**src/rtl/tlp_np_req_arbiter_if.sv**
```systemverilog
// Request, header-output and completion handshakes of the non-posted request arbiter.
// slave: the arbiter side; master: functions, header builder and completion source.
interface tlp_np_req_arbiter_if #(
    parameter int unsigned NUM_FUNC = 4
);
    localparam int unsigned FIDX_W = $clog2(NUM_FUNC);

    logic [NUM_FUNC-1:0] req_valid;
    logic [NUM_FUNC-1:0] req_ready;
    logic                out_valid;
    logic                out_ready;
    logic [15:0]         out_req_id;
    logic [7:0]          out_tag;
    logic [FIDX_W-1:0]   out_func_idx;
    logic                cpl_valid;
    logic [7:0]          cpl_tag;

    modport master (
        output req_valid, out_ready, cpl_valid, cpl_tag,
        input  req_ready, out_valid, out_req_id, out_tag, out_func_idx
    );

    modport slave (
        input  req_valid, out_ready, cpl_valid, cpl_tag,
        output req_ready, out_valid, out_req_id, out_tag, out_func_idx
    );
endinterface

```
**src/rtl/tlp_np_req_arbiter.sv**
```systemverilog
// Round-robin arbiter for the non-posted TLP request path with tag pool and Requester ID build.
// Optional feature: define TLP_EXT_TAG_EN for 8-bit tags (NUM_TAGS up to 256).
module tlp_np_req_arbiter #(
    parameter int unsigned NUM_FUNC = 4,
    parameter int unsigned NUM_TAGS = 32
) (
    input  logic                      clk,
    input  logic                      rst,
    input  logic                      cfg_ari_en_i,
    input  logic [7:0]                cfg_bus_num_i,
    input  logic [NUM_FUNC*5-1:0]     func_dev_num_i,
    input  logic [NUM_FUNC*8-1:0]     func_fn_num_i,
    input  logic                      quiesce_req_i,
    output logic [8:0]                tag_free_cnt_o,
    output logic                      cpl_err_o,
    output logic                      quiesced_o,
    tlp_np_req_arbiter_if.slave       bus
);
    localparam int unsigned FIDX_W    = $clog2(NUM_FUNC);
    localparam int unsigned TAG_IDX_W = $clog2(NUM_TAGS);
`ifdef TLP_EXT_TAG_EN
    localparam int unsigned MAX_TAGS  = 256;
`else
    localparam int unsigned MAX_TAGS  = 32;
`endif

    if (NUM_TAGS > MAX_TAGS || NUM_TAGS < 2 || NUM_FUNC < 2 || NUM_FUNC > 8) begin : g_param_err
        $error("tlp_np_req_arbiter: NUM_FUNC/NUM_TAGS out of supported range");
    end

    typedef enum logic [1:0] {
        ST_RUN   = 2'd0,
        ST_QSC   = 2'd1,
        ST_QUIET = 2'd2
    } state_e;

    state_e                state_q, state_d;
    logic [FIDX_W-1:0]     rr_ptr_q, rr_ptr_d;
    logic [NUM_TAGS-1:0]   tag_alloc_q, tag_alloc_d;
    logic [8:0]            free_cnt_q, free_cnt_d;
    logic                  cpl_err_q, cpl_err_d;
    logic                  quiesced_q, quiesced_d;
    logic                  out_valid_q, out_valid_d;
    logic [15:0]           out_req_id_q, out_req_id_d;
    logic [7:0]            out_tag_q, out_tag_d;
    logic [FIDX_W-1:0]     out_fidx_q, out_fidx_d;

    logic [4:0]            dev_arr [NUM_FUNC];
    logic [7:0]            fn_arr  [NUM_FUNC];
    int unsigned           arb_cand;
    logic                  win_found;
    logic [FIDX_W-1:0]     win_idx;
    logic [TAG_IDX_W-1:0]  free_idx;
    logic                  grant_c;
    logic [NUM_FUNC-1:0]   req_ready_c;
    logic                  cpl_in_range;
    logic [TAG_IDX_W-1:0]  cpl_idx;
    logic                  cpl_ok;

    for (genvar g = 0; g < NUM_FUNC; g++) begin : g_unpack
        assign dev_arr[g] = func_dev_num_i[5*g +: 5];
        assign fn_arr[g]  = func_fn_num_i[8*g +: 8];
    end

    // Round-robin winner search starting at the pointer, plus lowest free tag.
    always_comb begin
        arb_cand  = 0;
        win_found = 1'b0;
        win_idx   = '0;
        for (int unsigned k = 0; k < NUM_FUNC; k++) begin
            arb_cand = (32'(rr_ptr_q) + k) % NUM_FUNC;
            if (!win_found && bus.req_valid[FIDX_W'(arb_cand)]) begin
                win_found = 1'b1;
                win_idx   = FIDX_W'(arb_cand);
            end
        end
        free_idx = '0;
        for (int t = int'(NUM_TAGS) - 1; t >= 0; t--) begin
            if (!tag_alloc_q[TAG_IDX_W'(t)]) free_idx = TAG_IDX_W'(t);
        end
    end

    // Grant qualification and completion decode.
    always_comb begin
        grant_c = !rst && (state_q == ST_RUN) && !quiesce_req_i && win_found &&
                  (free_cnt_q != 9'd0) && (!out_valid_q || bus.out_ready);
        req_ready_c = '0;
        if (grant_c) req_ready_c[win_idx] = 1'b1;
`ifdef TLP_EXT_TAG_EN
        cpl_in_range = ({1'b0, bus.cpl_tag} < 9'(NUM_TAGS));
`else
        cpl_in_range = (bus.cpl_tag[7:5] == 3'd0) && ({1'b0, bus.cpl_tag[4:0]} < 6'(NUM_TAGS));
`endif
        cpl_idx = bus.cpl_tag[TAG_IDX_W-1:0];
        cpl_ok  = bus.cpl_valid && cpl_in_range && tag_alloc_q[cpl_idx];
    end

    // Next-state: FSM, tag pool, pointer and output register.
    always_comb begin
        state_d      = state_q;
        rr_ptr_d     = rr_ptr_q;
        tag_alloc_d  = tag_alloc_q;
        free_cnt_d   = free_cnt_q;
        cpl_err_d    = cpl_err_q;
        out_valid_d  = out_valid_q;
        out_req_id_d = out_req_id_q;
        out_tag_d    = out_tag_q;
        out_fidx_d   = out_fidx_q;

        case (state_q)
            ST_RUN:   if (quiesce_req_i) state_d = ST_QSC;
            ST_QSC: begin
                if (!quiesce_req_i)
                    state_d = ST_RUN;
                else if (!out_valid_q && free_cnt_q == 9'(NUM_TAGS))
                    state_d = ST_QUIET;
            end
            ST_QUIET: if (!quiesce_req_i) state_d = ST_RUN;
            default:  state_d = ST_RUN;
        endcase
        quiesced_d = (state_d == ST_QUIET);

        if (cpl_ok)
            tag_alloc_d[cpl_idx] = 1'b0;
        else if (bus.cpl_valid)
            cpl_err_d = 1'b1;

        if (grant_c) begin
            tag_alloc_d[free_idx] = 1'b1;
            rr_ptr_d     = (win_idx == FIDX_W'(NUM_FUNC - 1)) ? '0 : win_idx + 1'b1;
            out_valid_d  = 1'b1;
            out_req_id_d = cfg_ari_en_i ? {cfg_bus_num_i, fn_arr[win_idx]}
                                        : {cfg_bus_num_i, dev_arr[win_idx], fn_arr[win_idx][2:0]};
            out_tag_d    = 8'(free_idx);
            out_fidx_d   = win_idx;
        end else if (bus.out_ready) begin
            out_valid_d = 1'b0;
        end

        // Simultaneous grant and free leave the count unchanged.
        case ({grant_c, cpl_ok})
            2'b10:   free_cnt_d = free_cnt_q - 9'd1;
            2'b01:   free_cnt_d = free_cnt_q + 9'd1;
            default: free_cnt_d = free_cnt_q;
        endcase
    end

    always_ff @(posedge clk or posedge rst) begin
        if (rst) begin
            state_q      <= ST_RUN;
            rr_ptr_q     <= '0;
            tag_alloc_q  <= '0;
            free_cnt_q   <= 9'(NUM_TAGS);
            cpl_err_q    <= 1'b0;
            quiesced_q   <= 1'b0;
            out_valid_q  <= 1'b0;
            out_req_id_q <= '0;
            out_tag_q    <= '0;
            out_fidx_q   <= '0;
        end else begin
            state_q      <= state_d;
            rr_ptr_q     <= rr_ptr_d;
            tag_alloc_q  <= tag_alloc_d;
            free_cnt_q   <= free_cnt_d;
            cpl_err_q    <= cpl_err_d;
            quiesced_q   <= quiesced_d;
            out_valid_q  <= out_valid_d;
            out_req_id_q <= out_req_id_d;
            out_tag_q    <= out_tag_d;
            out_fidx_q   <= out_fidx_d;
        end
    end

    assign bus.req_ready    = req_ready_c;
    assign bus.out_valid    = out_valid_q;
    assign bus.out_req_id   = out_req_id_q;
    assign bus.out_tag      = out_tag_q;
    assign bus.out_func_idx = out_fidx_q;
    assign tag_free_cnt_o   = free_cnt_q;
    assign cpl_err_o        = cpl_err_q;
    assign quiesced_o       = quiesced_q;
endmodule
```
**src/flat_wrapper.sv**
```systemverilog
// flat-port wrapper written by rule: the top's interface ports become plain ports
module tlp_np_req_arbiter_flat 
#(
    parameter int unsigned NUM_FUNC = 4,
    parameter int unsigned NUM_TAGS = 32
)
  (clk, rst, cfg_ari_en_i, cfg_bus_num_i, func_dev_num_i, func_fn_num_i, quiesce_req_i, tag_free_cnt_o, cpl_err_o, quiesced_o, bus_req_valid, bus_out_ready, bus_cpl_valid, bus_cpl_tag, bus_req_ready, bus_out_valid, bus_out_req_id, bus_out_tag, bus_out_func_idx);
  tlp_np_req_arbiter_if #(.NUM_FUNC(NUM_FUNC)) bus_i ();
  input  logic clk;
  input  logic rst;
  input  logic cfg_ari_en_i;
  input  logic [7:0] cfg_bus_num_i;
  input  logic [NUM_FUNC*5-1:0] func_dev_num_i;
  input  logic [NUM_FUNC*8-1:0] func_fn_num_i;
  input  logic quiesce_req_i;
  output logic [8:0] tag_free_cnt_o;
  output logic cpl_err_o;
  output logic quiesced_o;
  input wire logic [$bits(bus_i.req_valid)-1:0] bus_req_valid;
  input wire logic [$bits(bus_i.out_ready)-1:0] bus_out_ready;
  input wire logic [$bits(bus_i.cpl_valid)-1:0] bus_cpl_valid;
  input wire logic [$bits(bus_i.cpl_tag)-1:0] bus_cpl_tag;
  output wire logic [$bits(bus_i.req_ready)-1:0] bus_req_ready;
  output wire logic [$bits(bus_i.out_valid)-1:0] bus_out_valid;
  output wire logic [$bits(bus_i.out_req_id)-1:0] bus_out_req_id;
  output wire logic [$bits(bus_i.out_tag)-1:0] bus_out_tag;
  output wire logic [$bits(bus_i.out_func_idx)-1:0] bus_out_func_idx;
  assign bus_i.req_valid = bus_req_valid;
  assign bus_i.out_ready = bus_out_ready;
  assign bus_i.cpl_valid = bus_cpl_valid;
  assign bus_i.cpl_tag = bus_cpl_tag;
  assign bus_req_ready = bus_i.req_ready;
  assign bus_out_valid = bus_i.out_valid;
  assign bus_out_req_id = bus_i.out_req_id;
  assign bus_out_tag = bus_i.out_tag;
  assign bus_out_func_idx = bus_i.out_func_idx;
  tlp_np_req_arbiter #(.NUM_FUNC(NUM_FUNC), .NUM_TAGS(NUM_TAGS)) u_core (.clk(clk), .rst(rst), .cfg_ari_en_i(cfg_ari_en_i), .cfg_bus_num_i(cfg_bus_num_i), .func_dev_num_i(func_dev_num_i), .func_fn_num_i(func_fn_num_i), .quiesce_req_i(quiesce_req_i), .tag_free_cnt_o(tag_free_cnt_o), .cpl_err_o(cpl_err_o), .quiesced_o(quiesced_o), .bus(bus_i));
endmodule
```
**config.mk**
```make
export PLATFORM = sky130hd
export DESIGN_NAME = tlp_np_req_arbiter_flat
export DESIGN_NICKNAME = d
export VERILOG_FILES = /design/src/rtl/tlp_np_req_arbiter_if.sv /design/src/rtl/tlp_np_req_arbiter.sv /design/src/flat_wrapper.sv
export SDC_FILE = /design/constraint.sdc
export NUM_CORES = 1
export LEC_CHECK = 0
export CORE_MARGIN = 5
export CORE_UTILIZATION = 52
export DETAILED_ROUTE_END_ITERATION = 8
export HOLD_SLACK_MARGIN = 0.05
export PLACE_DENSITY = 0.94
export SLEW_MARGIN = 40
export SYNTH_ARGS = -nofsm -noshare
export SYNTH_HDL_FRONTEND = slang
export SYNTH_SLANG_ARGS = --single-unit
export TNS_END_PERCENT = 1
```
**constraint.sdc**
```tcl
create_clock -name clk -period 7.8 [get_ports clk]
set_input_delay 1.17 -clock clk [delete_from_list [all_inputs] [get_ports clk]]
set_output_delay 1.17 -clock clk [all_outputs]
set_load 0.1 [all_outputs]
```
==> results of run 1 <==
==> per-stage QoR <==
stage / total power [mW] / util [%] / setup WS, ns / hold WS, ns
floorplan: 1.432 / - / 3.204 / 0.4521
global placement: 1.679 / 68.90 / 2.070 / 0.4600
detailed placement: 1.645 / 66.50 / 2.098 / 0.4563
CTS: 1.938 / 69.01 / 2.446 / 0.4814
global route: 2.030 / 69.06 / 2.079 / 0.5063
finish: 1.937 / 69.06 / 2.398 / 0.4790
==> sequential cells by signal, indices dropped and copies added (netlist names) <==
name,cells
u_core.bus.out_valid,1
u_core.bus.out_tag,4
u_core.rr_ptr_q,2
u_core.bus.out_func_idx,2
u_core.cpl_err_o,1
u_core.quiesced_o,1
u_core.tag_free_cnt_o,9
u_core.bus.out_req_id,16
u_core.tag_alloc_q,32
u_core.state_q,2
==> power by group through the flow <==
| stage | sequential, mW | clock [mW] | combinational (mW) |
|---|---|---|---|
| floorplan | 1.00 | 0 | 0.428 |
| global placement | 0.529 | 0 | 1.15 |
| detailed placement | 0.530 | 0 | 1.11 |
| CTS | 0.526 | 0.294 | 1.12 |
| global route | 0.540 | 0.309 | 1.18 |
| finish | 0.528 | 0.290 | 1.12 |
==> logic make-up after synthesis <==
family / count (synthesis)
compound gates: 99
buf+inv: 35
simple gates: 132
fa+ha+maj: 13
other cells: 1
flops: 70
xor+xnor: 7
mux: 51
==> per-layer routing <==
layer	track usage [%]	up-vias
li1	-	1692
met1	27.93	1766
met3	5.662	32
met4	5.987	0
met5	0	-
met2	37.29	164
==> synthesized netlist by cell type (9+ instances only) <==
cell type | count | area (um2)
dfrtp_1 | 69 | 1727
nand2_1 | 60 | 225.2
mux2i_1 | 39 | 390.4
o21ai_0 | 20 | 100.1
inv_1 | 15 | 56.30
nor2_1 | 13 | 48.80
ha_1 | 12 | 150.1
a21oi_1 | 10 | 50.05
clkbuf_1 | 10 | 37.54
nor3_1 | 9 | 45.04
o21ai_1 | 9 | 45.04
==> worst max-delay path, cell delays in order <==
cell	delay, ns
clkdlybuf4s50_1	0.70
or3b_1	0.47
o22ai_1	0.23
nor3_1	0.10
mux2_2	0.27
a21boi_0	0.31
ha_1	0.21
inv_1	0.16
fa_1	0.46
a211oi_1	0.29
o21bai_1	0.15
a2111oi_0	0.60
o31ai_1	0.18
a21oi_1	0.20
xor2_1	0.17
==> worst paths after layout <==
check / from / endpoint / slack [ns] / cells after the start
setup / recovery: bus_cpl_tag[4] / u_core.tag_free_cnt_o[8]$_DFFE_PP0P_ / 2.40 / 15
hold / removal: u_core.bus.out_req_id[8]$_DFFE_PP0N_ / u_core.bus.out_req_id[8]$_DFFE_PP0N_ / 0.48 / 2
setup reg to reg: u_core.tag_free_cnt_o[0]$_DFFE_PP0P_ / u_core.tag_free_cnt_o[8]$_DFFE_PP0P_ / 3.27 / 13
hold reg to reg: u_core.bus.out_req_id[8]$_DFFE_PP0N_ / u_core.bus.out_req_id[8]$_DFFE_PP0N_ / 0.48 / 2
max in group asynchronous: rst / u_core.tag_alloc_q[11]$_DFF_PP0_ / 6.04 / 3
min in group asynchronous: rst / u_core.state_q[1]$_DFF_PP0_ / 1.35 / 3
==> cell type report <==
type | count | area (um2) | share of cell area [%]
well taps | 102 | 127.6 | 2.404
flip-flops and latches | 70 | 1753 | 33.02
clock buffers | 12 | 145.1 | 2.734
repair buffers | 118 | 982.2 | 18.50
inverters | 16 | 60.06 | 1.131
multi-input cells | 306 | 2193 | 41.32
clock inverters | 4 | 47.55 | 0.8956
==> flow_summary.ini, run 1 <==
[clocking]
clk_latency_ns = 0.35
cts_tree = yes
cts_hold_buf = 0
cts_resized = 0
htreeDepth = 3
clockBufferDepth = 2
numCtsBuffers = 9
cts_root_buf = clkbuf_8
cts_sinks = 70
cts.clk_slew.worst_paths_ns = 0.07
postCtsSetupBuffers = 0

[placed_design]
place_inst = 612
dpl_cell_area_mm2 = 0.005112
gp_congestion = 0.8978
dp_hpwl_um = 8134
portBuffers = 115

[critical_path]
cp.required_ns = 8.07
cp.arrival_ns = 5.68
end_kind = flip-flop
critPathLaunchType = input port
cp_max_fo = 12
path_class = input port to flip-flop

[floorplan]
ios = 120
die_w_um = 98.83
rows = 32
die_y_um = 98.83
die_area_mm2 = 0.009766
core_area_mm2 = 0.007687
initial_utilization_pct = 53.37

[synth]
synth-compound-area-share_pct = 16.38
synth_xor_area_share_pct = 1.494
avgSynthCellArea_um2 = 10.06
yosys_warnings = 0
synth_top_family_by_area = compound AO/OA/AOI/OAI gates
synth_cells = 408
ys_seq_area_share_pct = 42.73
synth.area.mux_share_pct = 14.73
synth_seq_cells = 70
yosys.cell_types.count = 64
synth_edf_count = 0
netlist_area_mm2 = 0.004103
yosys.area_share.simple_pct = 16.07
yosys_most_used_dff = dfrtp_1
synthAdderAreaFrac_pct = 4.148
async_flop_share_pct = 100.0

[detailed_routing]
wirelength_um = 10810
wl_per_cell_um = 17.22
top_layer = met4
num_vias = 3654
dr_wl_met3_um = 691
firstDrtPassIters = 6
initialDrtViolationCount = 323
antenna_left = 0
viasPerCell = 5.818
wl_met2_um = 5559
m1WireLength_um = 4337
drc = 0

[timing]
finalClockSkew_ns = 0.006855
slew_viol_final = 0
rsz0062_at_grt = no
setup_viol = 0
worst_pin_slew_ns = 0.7201
period_minus_slack_ns = 5.402
period_share_pct = 69.25
max-slew-margin-rel_pct = 51.92
finalHoldViolations = 0
fmax_mhz = 185.1
setup_tns_ns = 0

[power_and_ir_drop]
peakVddDrop_v = 0.0003762
p_comb_share_pct = 57.7
pwr-share-seq_pct = 27.3
internal_power_mw = 0.9028
p_sw_mw = 1.034
clockPowerShare_pct = 15.0
leakage_nw = 2.433
power_density_mw_per_mm2 = 364.8
netSwitchingFraction_pct = 53.39

[finish]
drive_gt1_share_pct = 14.83
fin_cells = 628
final_cell_mix = clkdlybuf4s50_1, dfrtp_1, nand2_1, mux2i_1, buf_2
design_area_mm2 = 0.005309
num_antenna_cells = 0
mostFrequentLayoutCell = clkdlybuf4s50_1
synthToLayoutAreaGrowth_pct = 29.40
fill_cells = 581
fin_nets = 612

[global_routing]
grt_pass1_vias = 3649
track_usage_pct = 21.99
grt-ovfl-total = 0
grt_first_pass_wirelength_um = 17500
grt_max_degree = 71
antenna_found_initial = 0

[worst_hold_path]
hold_path.class = flip-flop to flip-flop

[status]
outcome = finished clean

[job]
drv_cap = 0
No activity file was read; power rests on OpenSTA's default activity.
==> run 2, diff against run 1 <==
--- a/config.mk
+++ b/config.mk
@@ -6,10 +6,10 @@
 export NUM_CORES = 1
 export LEC_CHECK = 0
 export CORE_MARGIN = 5
-export CORE_UTILIZATION = 52
+export CORE_UTILIZATION = 43
 export DETAILED_ROUTE_END_ITERATION = 8
 export HOLD_SLACK_MARGIN = 0.05
-export PLACE_DENSITY = 0.94
+export PLACE_DENSITY = 0.84
 export SLEW_MARGIN = 40
 export SYNTH_ARGS = -nofsm -noshare
 export SYNTH_HDL_FRONTEND = slang
==> constraint.sdc (replaced) <==
create_clock -name clk -period 4.75 [get_ports clk]
set_input_delay 0.7125 -clock clk [delete_from_list [all_inputs] [get_ports clk]]
set_output_delay 0.7125 -clock clk [all_outputs]
set_load 0.1 [all_outputs]
==> run 2 against run 1 <==
Compared with the run above: die area grew 19%; non-clock buffer count grew 14; clock-buffer cell count shrank 1; sequential power grew 64%; sequential share of layout area shrank 1.3 points; design area grew 4.0%; critical path depth grew 1; combinational power grew 64%; worst setup slack lost 2.0 ns.
==> flow_summary.ini, run 2 (synthesis gave the netlist of run 1 again) <==
[status]
outcome = finished clean

[clocking]
numCtsBuffers = 9
htreeDepth = 3
clk_latency_ns = 0.35
cts.clk_slew.worst_paths_ns = 0.07
cts_root_buf = clkbuf_8
cts_tree = yes
cts_hold_buf = 0
cts_sinks = 70
clockBufferDepth = 2

[worst_hold_path]
hold_depth = 2
hold_path.class = flip-flop to flip-flop
min-delay-start = u_core.bus.out_req_id[8]$_DFFE_PP0N_
whs_endpoint = u_core.bus.out_req_id[8]$_DFFE_PP0N_

[critical_path]
cp_slowest_stage_delay_ns = 0.60
crit_path_frequent_cell = ha_1
regToRegSetupSlack_ns = 1.19
cp_num_buf_inv = 3
path_class = input port to flip-flop
end_kind = flip-flop
path_cells = clkdlybuf4s50_1 > or3b_2 > o22ai_1 > nor3_1 > mux2_2 > a21boi_1 > ha_1 > inv_1 > buf_4 > ha_1 > a211oi_1 > o21bai_1 > a2111oi_1 > o31ai_1 > a21oi_1 > xor2_1
slowest_stage = clkdlybuf4s50_1
critPathLaunchType = input port
rr_worst_depth = 14
critPathTopFamily = compound AO/OA/AOI/OAI gates
r2r-start = u_core.tag_free_cnt_o[0]$_DFFE_PP0P_
cp_max_fo = 9
cp.required_ns = 5.02
cp.arrival_ns = 4.64
reg2reg_to = u_core.tag_free_cnt_o[8]$_DFFE_PP0P_

[timing]
max-slew-margin-rel_pct = 58.50
fmax_mhz = 228.8
finalClockSkew_ns = 0.01347
worst_pin_slew_ns = 0.6225
period_minus_slack_ns = 4.372
period_share_pct = 92.03
finalHoldViolations = 0
setup_viol = 0
rsz0062_at_grt = no
slew_viol_final = 0

[floorplan]
die_w_um = 107.7
core_area_mm2 = 0.009284
die_y_um = 107.7
rows = 35
die_area_mm2 = 0.01160
ios = 120
initial_utilization_pct = 44.19

[detailed_routing]
drc = 0
num_vias = 3563
initialDrtViolationCount = 131
wirelength_um = 11030
viasPerCell = 5.326
antenna_left = 0
firstDrtPassIters = 4
wl_per_cell_um = 16.48

[finish]
mostFrequentLayoutCell = clkdlybuf4s50_1
drive_gt1_share_pct = 17.04
num_antenna_cells = 0
finish.utilization_pct = 59.47
final_cell_mix = clkdlybuf4s50_1, dfrtp_1, nand2_1, mux2i_1, buf_2
design_area_mm2 = 0.005522
fin_nets = 626
largest-register = u_core.tag_alloc_q
synthToLayoutAreaGrowth_pct = 34.58
final-seq-area_mm2 = 0.001753
multiInputGateArea_mm2 = 0.002183
largest_reg_flops = 32
fill_cells = 794

[global_routing]
grt_max_degree = 48
antenna_found_initial = 0
grt_first_pass_wirelength_um = 17930
track_usage_pct = 19.36
grt_pass1_vias = 3717
grt-ovfl-total = 0

[power_and_ir_drop]
power_density_mw_per_mm2 = 577.8
peakVddDrop_v = 0.0006359
leakage_nw = 2.510
power.total_mw = 3.190

[placed_design]
dpl_cell_area_mm2 = 0.005320
dp_hpwl_um = 8581
gp_congestion = 0.9614
portBuffers = 115

[job]
drv_cap = 0
## run 2: worst min-delay path, cell delays in order (launching register included)
cell     delay, ns
dfrtp_1       0.34
nand2_1       0.05
nand2_1       0.05
## run 2: area by class of cell
cell class	instances	share of cell area [%]
tap	129	2.923
sequential	70	31.75
timing repair buffer	132	21.03
inverter	16	1.133
clock inverter	5	1.065
multi-input combinational	306	39.54
clock buffer	11	2.561
## run 2: metal layers
layer | vias up | share of wire (%) | global-route usage [%]
met5 | - | 0 | 0
met4 | 0 | 1.3 | 5.230
met2 | 98 | 51 | 32.24
met3 | 12 | 5.0 | 5.459
met1 | 1727 | 43 | 24.66
li1 | 1726 | - | -
## run 2: repair_timing
| action | 4_1_cts | 5_1_grt |
|---|---|---|
| endpoints found under the setup margin | 0 | 1 |
| buffers inserted | 0 | 0 |
| gates resized for setup | 0 | 2 |
## run 2: worst max-delay path by stage
stage,from,to,slack (ns),cells after the start
after floorplan,u_core.tag_free_cnt_o[3]$_DFFE_PP0P_,u_core.tag_free_cnt_o[8]$_DFFE_PP0P_,0.45,14
after global placement,bus_cpl_tag[2],u_core.tag_free_cnt_o[8]$_DFFE_PP0P_,-0.0007,15
after detailed placement,bus_cpl_tag[2],u_core.tag_free_cnt_o[8]$_DFFE_PP0P_,-0.08,16
after CTS,bus_cpl_tag[2],u_core.tag_free_cnt_o[8]$_DFFE_PP0P_,0.26,16
after global routing,bus_cpl_tag[2],u_core.tag_free_cnt_o[8]$_DFFE_PP0P_,0.10,15
final,bus_cpl_tag[2],u_core.tag_free_cnt_o[8]$_DFFE_PP0P_,0.38,16
## run 2: per-stage QoR
step | TNS [ns] | setup slack (ns) | instances | hold slack [ns]
after detailed placement | -0.07985 | -0.07985 | 653 | 0.4575
after global placement | -0.0007323 | -0.0007323 | 653 | 0.4567
after global routing | 0 | 0.1036 | 669 | 0.4999
final | 0 | 0.3785 | 669 | 0.4725
after floorplan | 0 | 0.4544 | 411 | 0.4521
after CTS | 0 | 0.2605 | 669 | 0.4779
## run 2: report_power, final
| part | internal (mW) | switching, mW |
|---|---|---|
| registers | 0.738 | 0.125 |
| clock network | 0.257 | 0.229 |
| logic | 0.507 | 1.33 |
| total | 1.50 | 1.69 |
